`src/rtl/bkm_digit_gen.sv`:
```
// BKM signed-digit generator: splits a complex fixed-point operand into a stream
// of radix-2 digit pairs in {-1,0,+1}, one pair per ready/valid beat.

module bkm_digit_lane #(
   parameter int W = 8
) (
   input  logic         clk,
   input  logic         rst,
   input  logic         load,
   input  logic         step,
   input  logic [W-1:0] r_init,
   output logic [1:0]   dig,
   output logic [W-1:0] r_nxt
);
   localparam logic signed [W-1:0] THR   = W'(1) << (W-2);
   localparam logic signed [W-1:0] NTHR  = -THR;
   localparam logic signed [W+1:0] TWO_W = {2'b01, {W{1'b0}}};

   logic [W-1:0]        r;
   logic signed [W+1:0] two_r;
   logic signed [W+1:0] upd;

   always_comb begin
      dig = 2'b00;
      if ($signed(r) >= THR)
         dig = 2'b01;
      else if ($signed(r) < NTHR)
         dig = 2'b11;
   end

   assign two_r = {r[W-1], r, 1'b0};

   always_comb begin
      upd = two_r;
      case (dig)
         2'b01:   upd = two_r - TWO_W;
         2'b11:   upd = two_r + TWO_W;
         default: upd = two_r;
      endcase
   end

   // digit selection keeps upd inside the W-bit range, so the cast drops only sign copies
   assign r_nxt = W'(upd);

   always_ff @(posedge clk or posedge rst) begin
      if (rst)
         r <= '0;
      else if (load)
         r <= r_init;
      else if (step)
         r <= r_nxt;
   end
endmodule

module bkm_digit_gen #(
   parameter int W     = 8,
   parameter int N_DIG = 8,
   parameter int IDX_W = 4
) (
   input  logic             clk,
   input  logic             rst,
   input  logic             ena,
   input  logic             start,
   input  logic [W-1:0]     x_in,
   input  logic [W-1:0]     y_in,
   output logic             busy,
   output logic             dig_valid,
   input  logic             dig_ready,
   output logic [1:0]       d_x,
   output logic [1:0]       d_y,
   output logic [IDX_W-1:0] dig_idx,
   output logic             dig_last,
   output logic             done,
   output logic [W-1:0]     res_x,
   output logic [W-1:0]     res_y
);
   localparam logic [IDX_W-1:0] LAST_IDX = IDX_W'(N_DIG - 1);

   typedef enum logic [1:0] {
      S_IDLE = 2'd0,
      S_RUN  = 2'd1,
      S_DONE = 2'd2
   } state_t;

   state_t            state, state_nxt;
   logic [1:0][W-1:0] r_init;
   logic [1:0][W-1:0] r_nxt;
   logic [1:0][1:0]   dig;
   logic [IDX_W-1:0]  n;
   logic              run, last, load, xfer;

   // lane 0 carries the real part, lane 1 the imaginary part
   assign r_init = {y_in, x_in};
   assign run    = (state == S_RUN);
   assign last   = run && (n == LAST_IDX);
   assign load   = ena && (state == S_IDLE) && start;
   assign xfer   = ena && run && dig_ready;

   generate
      for (genvar i = 0; i < 2; i++) begin : g_lane
         bkm_digit_lane #(.W(W)) u_lane (
            .clk    (clk),
            .rst    (rst),
            .load   (load),
            .step   (xfer),
            .r_init (r_init[i]),
            .dig    (dig[i]),
            .r_nxt  (r_nxt[i])
         );
      end
   endgenerate

   always_comb begin
      state_nxt = state;
      case (state)
         S_IDLE:  if (start) state_nxt = S_RUN;
         S_RUN:   if (dig_ready && last) state_nxt = S_DONE;
         S_DONE:  state_nxt = S_IDLE;
         default: state_nxt = S_IDLE;
      endcase
   end

   always_ff @(posedge clk or posedge rst) begin
      if (rst)
         state <= S_IDLE;
      else if (ena)
         state <= state_nxt;
   end

   always_ff @(posedge clk or posedge rst) begin
      if (rst) begin
         n     <= '0;
         res_x <= '0;
         res_y <= '0;
      end else if (load) begin
         n <= '0;
      end else if (xfer) begin
         if (last) begin
            n     <= '0;
            res_x <= r_nxt[0];
            res_y <= r_nxt[1];
         end else begin
            n <= n + IDX_W'(1);
         end
      end
   end

   // digits are forced to zero outside RUN so an idle residual never leaks out
   assign busy      = run;
   assign dig_valid = run;
   assign dig_last  = last;
   assign done      = (state == S_DONE);
   assign dig_idx   = n;
   assign d_x       = run ? dig[0] : 2'b00;
   assign d_y       = run ? dig[1] : 2'b00;
endmodule
```
`config.mk`:
```
export PLATFORM = sky130hd
export DESIGN_NAME = bkm_digit_gen
export DESIGN_NICKNAME = d
export VERILOG_FILES = /design/src/rtl/bkm_digit_gen.sv
export SDC_FILE = /design/constraint.sdc
export NUM_CORES = 1
export LEC_CHECK = 0
export ABC_AREA = 1
export BUFFER_PORTS_ARGS = -buffer_cell sky130_fd_sc_hd__buf_2
export CAP_MARGIN = 20
export CORE_UTILIZATION = 40
export CTS_CLUSTER_DIAMETER = 60
export CTS_CLUSTER_SIZE = 16
export DETAILED_ROUTE_END_ITERATION = 16
export PLACE_DENSITY_LB_ADDON = 0.15
export SLEW_MARGIN = 20
export SYNTH_ARGS = -nofsm -noshare
export SYNTH_HDL_FRONTEND = slang
export SYNTH_HIERARCHICAL = 1
export SYNTH_SLANG_ARGS = --single-unit
```
`constraint.sdc`:
```
create_clock -name clk -period 2.8 [get_ports clk]
set_input_delay 0.28 -clock clk [delete_from_list [all_inputs] [get_ports clk]]
set_output_delay 0.28 -clock clk [all_outputs]
set_load 0.05 [all_outputs]
```
# Yosys cells after proc, flatten, opt, wreduce, memory -nomap -nowiden
# Index checks and enable logic that the tools add are counted.
# word_totals
regBits	38
latch_bits	0
ramBits	0
mem_bits_ro	0
input_bits	21
output_inout_bits	28
word_cells	53
memories	0
# classes
add_sub_neg	5
n_mul	0
n_div	0
magnitude_cmp	4
eq_ne	9
shifts	0
mux	18
n_bitwise	1
n_reduce_logical	10
# op_table
cell	count
8-bit two-way mux	4
8-bit one-hot mux with 2 select lines	2
8-bit by 1-bit adder with 8-bit output (second input constant)	2
8-bit greater-or-equal comparator (second input constant)	2
8-bit by 7-bit < comparator with 1-bit output (second input constant)	2
2-bit two-way mux	8
8-bit by 1-bit subtractor with 8-bit output (second input constant)	2
4-bit two-way mux	3
2-bit by 1-bit equality test with 1-bit output (second input constant)	3
2-bit equality test (second input constant)	3
1-bit logical AND	6
3-bit AND reduction	2
4-bit by 1-bit adder with 4-bit output (second input constant)	1
4-bit by 3-bit equality test with 1-bit output (second input constant)	1
2-bit one-hot mux with 2 select lines	1
2-bit zero test	1
2-bit by 1-bit inequality test with 1-bit output (second input constant)	1
2-bit inequality test (second input constant)	1
2-bit nonzero test	1
1-bit NOT	1

# Logic depth before layout (Yosys ltp)
# depth
ltp_word	7
ltp_mapped	8
ltp_nobuf	7

# Modules after synthesis
# The synthesis kept the hierarchy.
# modules_own_cells
mod	instances	cells_each	area_each_um2
bkm_digit_gen	1	123	1056.0
bkm_digit_lane	2	56	464.2

# Least setup slack after synthesis
# No wires, ideal clock.
# synth_timing
kind	register to output
startpoint	register n[0] (netlist: dig_idx[0])
endpoint	output dig_last
arrival_ns	1.459
slack_ns	1.061
path_stages_with_launch	5
n_path_buf	1
cell_sequence	dfrtp_1 ha_1 nand3_2 nor2_8 buf_6
# synth_via
elab_chain_len	2
# synth_lines
item	line	source
from (decl)	89	logic [IDX_W-1:0] n;
from (signal assigned)	143	n <= n + IDX_W'(1);
4-bit by 3-bit equality test with 1-bit output	95	assign last = run && (n == LAST_IDX);
1-bit logical AND	95	
to (decl)	72	output logic dig_last,
# Every way passes these cells.

# Worst setup path after layout
# Ends and elaborated chain as after synthesis.

==> impl_results.md <==
* Mean Syn Cell Area at 8.44 sq um
* RSZ-0062 raised after global routing: no
* Max-slew violation count at 0
* Layout net count at 293
* CTS tree: done
* Max FO, Critical Path at 18
* Pwr dens at 848 mW/mm^2
* Width of the die at 72.4 microns
* Outcome: completed
* Antenna Diode Count at 0
* Core area at 0.00475 sq mm
* Vias at 1559
* Number of global-route vias before repair at 1362
* Root Buffer: clkbuf_8
* Final global-route overflow total at 0
* Num CTS Buffers at 5
* Hold Fails Final Rpt at 0
* Die height at 72.4 microns
* Leak at 1.31 nW
* DRC at 0
* Wirelength per Cell at 11.7 microns
* Worst setup SP type: flip-flop
* Vias per cell at 4.63
* Max Freq at 0.506 GHz
* IO Count at 49
* Seq cells post-synth at 38
* Net Count, Synth at 259
* Clk Latency, worst-skew pair at 0.29 ns
* DR iter-0 viols at 88
* Initial Util at 0.417
* CTS clk-pin slew, worst paths at 0.07 ns
* Crit Reg-Reg Startpoint: state[0]
* Setup TNS Final at 0 ns
* CTS sink cnt at 38
* GRT Util Overall at 0.165
* Routability cong. at 0.819
* Worst EP arrival at 1.70 ns
* Die area at 0.00525 sq mm
* CTS resizes at 0
* I/O Buffers at 48
* Pin count of the biggest net entering global routing at 23
* Area delta synth->final at 12.4%
* Dpl hpwl at 2910 microns
* Pre-CTS setup slack at 0.928 ns
* H-tree Lvls at 2
* Share of post-route cells with drive strength above 1 at 0.259
* Slew headroom at 0.434
* Post-synth top area cell: dfrtp_1
* Finished Cell Area at 0.00223 sq mm
* Seq/Total Area, Yosys at 0.479
* Synth top area share at 0.479
* Worst Clk Skew at 0.00386 ns
* Synth Cell Area at 0.00198 sq mm
* Crit end category: primary output
* Syn. warnings at 6
* DR pass1 iterations at 4
* Row count at 25
* FF-to-FF setup slack at 0.94 ns
* Largest cells by area after synthesis: dfrtp_1 (48%), nand2_1 (14%), nand3_1 (13%), buf_4 (7.9%), inv_1 (3.2%)
* Post-DP Area at 0.00213 sq mm
* Reg2reg end: g_lane[0].u_lane/r[6]
* Hold path cells at 3
* Crit path to: dig_last
* R2r worst-path depth at 6
* # setup viols final at 0
* Initial antenna violation count at 0
* Hold crit path type: primary input to flip-flop
* Mapped Cells at 235
* Clock Path Buffers at 2
* Peak VDD IR at 0.715 mV
* Post-Route WL at 3950 microns
* Yosys cell types at 19
* Crit path from: dig_idx[0]
* First-pass GRT wire length at 6430 microns
* Measured slew at the worst slew-check pin at 0.848 ns
* Final worst-path cycle share at 0.706
* Routed Antenna Nets at 0
* Worst EP required at 2.52 ns
* Min Tclk post-route at 1.98 ns
* Smallest hold slack at 0.187 ns
* Worst setup margin at 0.822 ns
* Total Power at 1.89 mW
* Setup CP Type: flip-flop to primary output
* Max-Cap Viols at 0
Yosys cell counts:
library cell  instances
nand2_1              75
nand3_1              53
dfrtp_1              38
buf_4                21
inv_1                17
nor2_1                6
buf_6                 4
inv_2                 4
ha_1                  3
nor2_8                3
conb_1                2
nand2_4               2
a21boi_0              1
nand3_2               1
nand4_1               1
nor2_4                1
o21ai_1               1
or2_2                 1
xor2_1                1
worst min path at each step:
| stage | start | to |
|---|---|---|
| floorplan | rst | g_lane[0].u_lane/r[0] |
| global placement | rst | g_lane[0].u_lane/r[6] |
| detailed placement | rst | g_lane[1].u_lane/r[7] |
| CTS | x_in[0] | g_lane[0].u_lane/r[0] |
| global route | x_in[0] | g_lane[0].u_lane/r[0] |
| finish | x_in[0] | g_lane[0].u_lane/r[0] |
critical path: stages, from the launching register on:
cell	delay, ns
dfrtp_1	0.41
ha_1	0.25
nand3_2	0.15
nor2_8	0.27
buf_2	0.32
power breakdown:
| part | switching, mW | internal (mW) | total [mW] |
|---|---|---|---|
| registers | 0.133 | 0.686 | 0.820 |
| clock network | 0.187 | 0.199 | 0.386 |
| logic | 0.485 | 0.200 | 0.686 |
| total | 0.806 | 1.09 | 1.89 |
registers in the layout, indices dropped and copies added, names as in the netlist:
signal           count
dig_idx              4
g_lane.u_lane/r     16
res_x                8
res_y                8
state                2
cell type report:
class / instances / area (sq um)
fillers: 528 / 2520
flip-flops and latches: 38 / 951
multi-input cells: 151 / 752
repair buffers: 52 / 273
clock buffers: 7 / 86.3
well taps: 67 / 83.8
inverters: 21 / 78.8
clock inverters: 1 / 5.00
per-layer routing:
metal	vias to the layer above	track usage	part of all wire
met4	0	0.0654	0.017
met3	8	0.0458	0.057
met1	703	0.229	0.50
met2	51	0.242	0.42
li1	797	-	-
met5	-	0	0
kinds of logic (layout without fill, tap and decap cells):
family,after synthesis,after routing,synth area share
XOR/XNOR,1,1,0.00441
buffers and inverters,46,81,0.142
other,2,2,0.00378
AND/OR/NAND/NOR,143,143,0.346
adder cells (fa/ha/maj),3,3,0.0189
AO/OA/AOI/OAI,2,2,0.00630
flip-flops,38,38,0.479
cells in the final DEF (no fill, tap or decap), drive strengths merged:
cell type	n
dlygate4sd3	1
inv	21
buf	51
conb	2
dfrtp	38
or2	1
nand4	1
nor2	10
o21ai	1
clkbuf	7
xor2	1
nand3	54
clkinv	1
ha	3
nand2	77
a21boi	1
metrics by stage:
| stage | utilization | cells |
|---|---|---|
| 2_1_floorplan | - | 235 |
| 3_3_place_gp | 0.448 | 328 |
| 3_5_place_dp | 0.448 | 328 |
| 4_1_cts | 0.469 | 337 |
| 5_1_grt | 0.469 | 337 |
| 6_report | 0.469 | 337 |
what timing repair did:
| item | 4_1_cts | 5_1_grt |
|---|---|---|
| hold buffers | 1 | 0 |
| setup buffers | 0 | 0 |
| endpoints found under the hold margin | 16 | 0 |
Power figures use the tool's default switching activity.
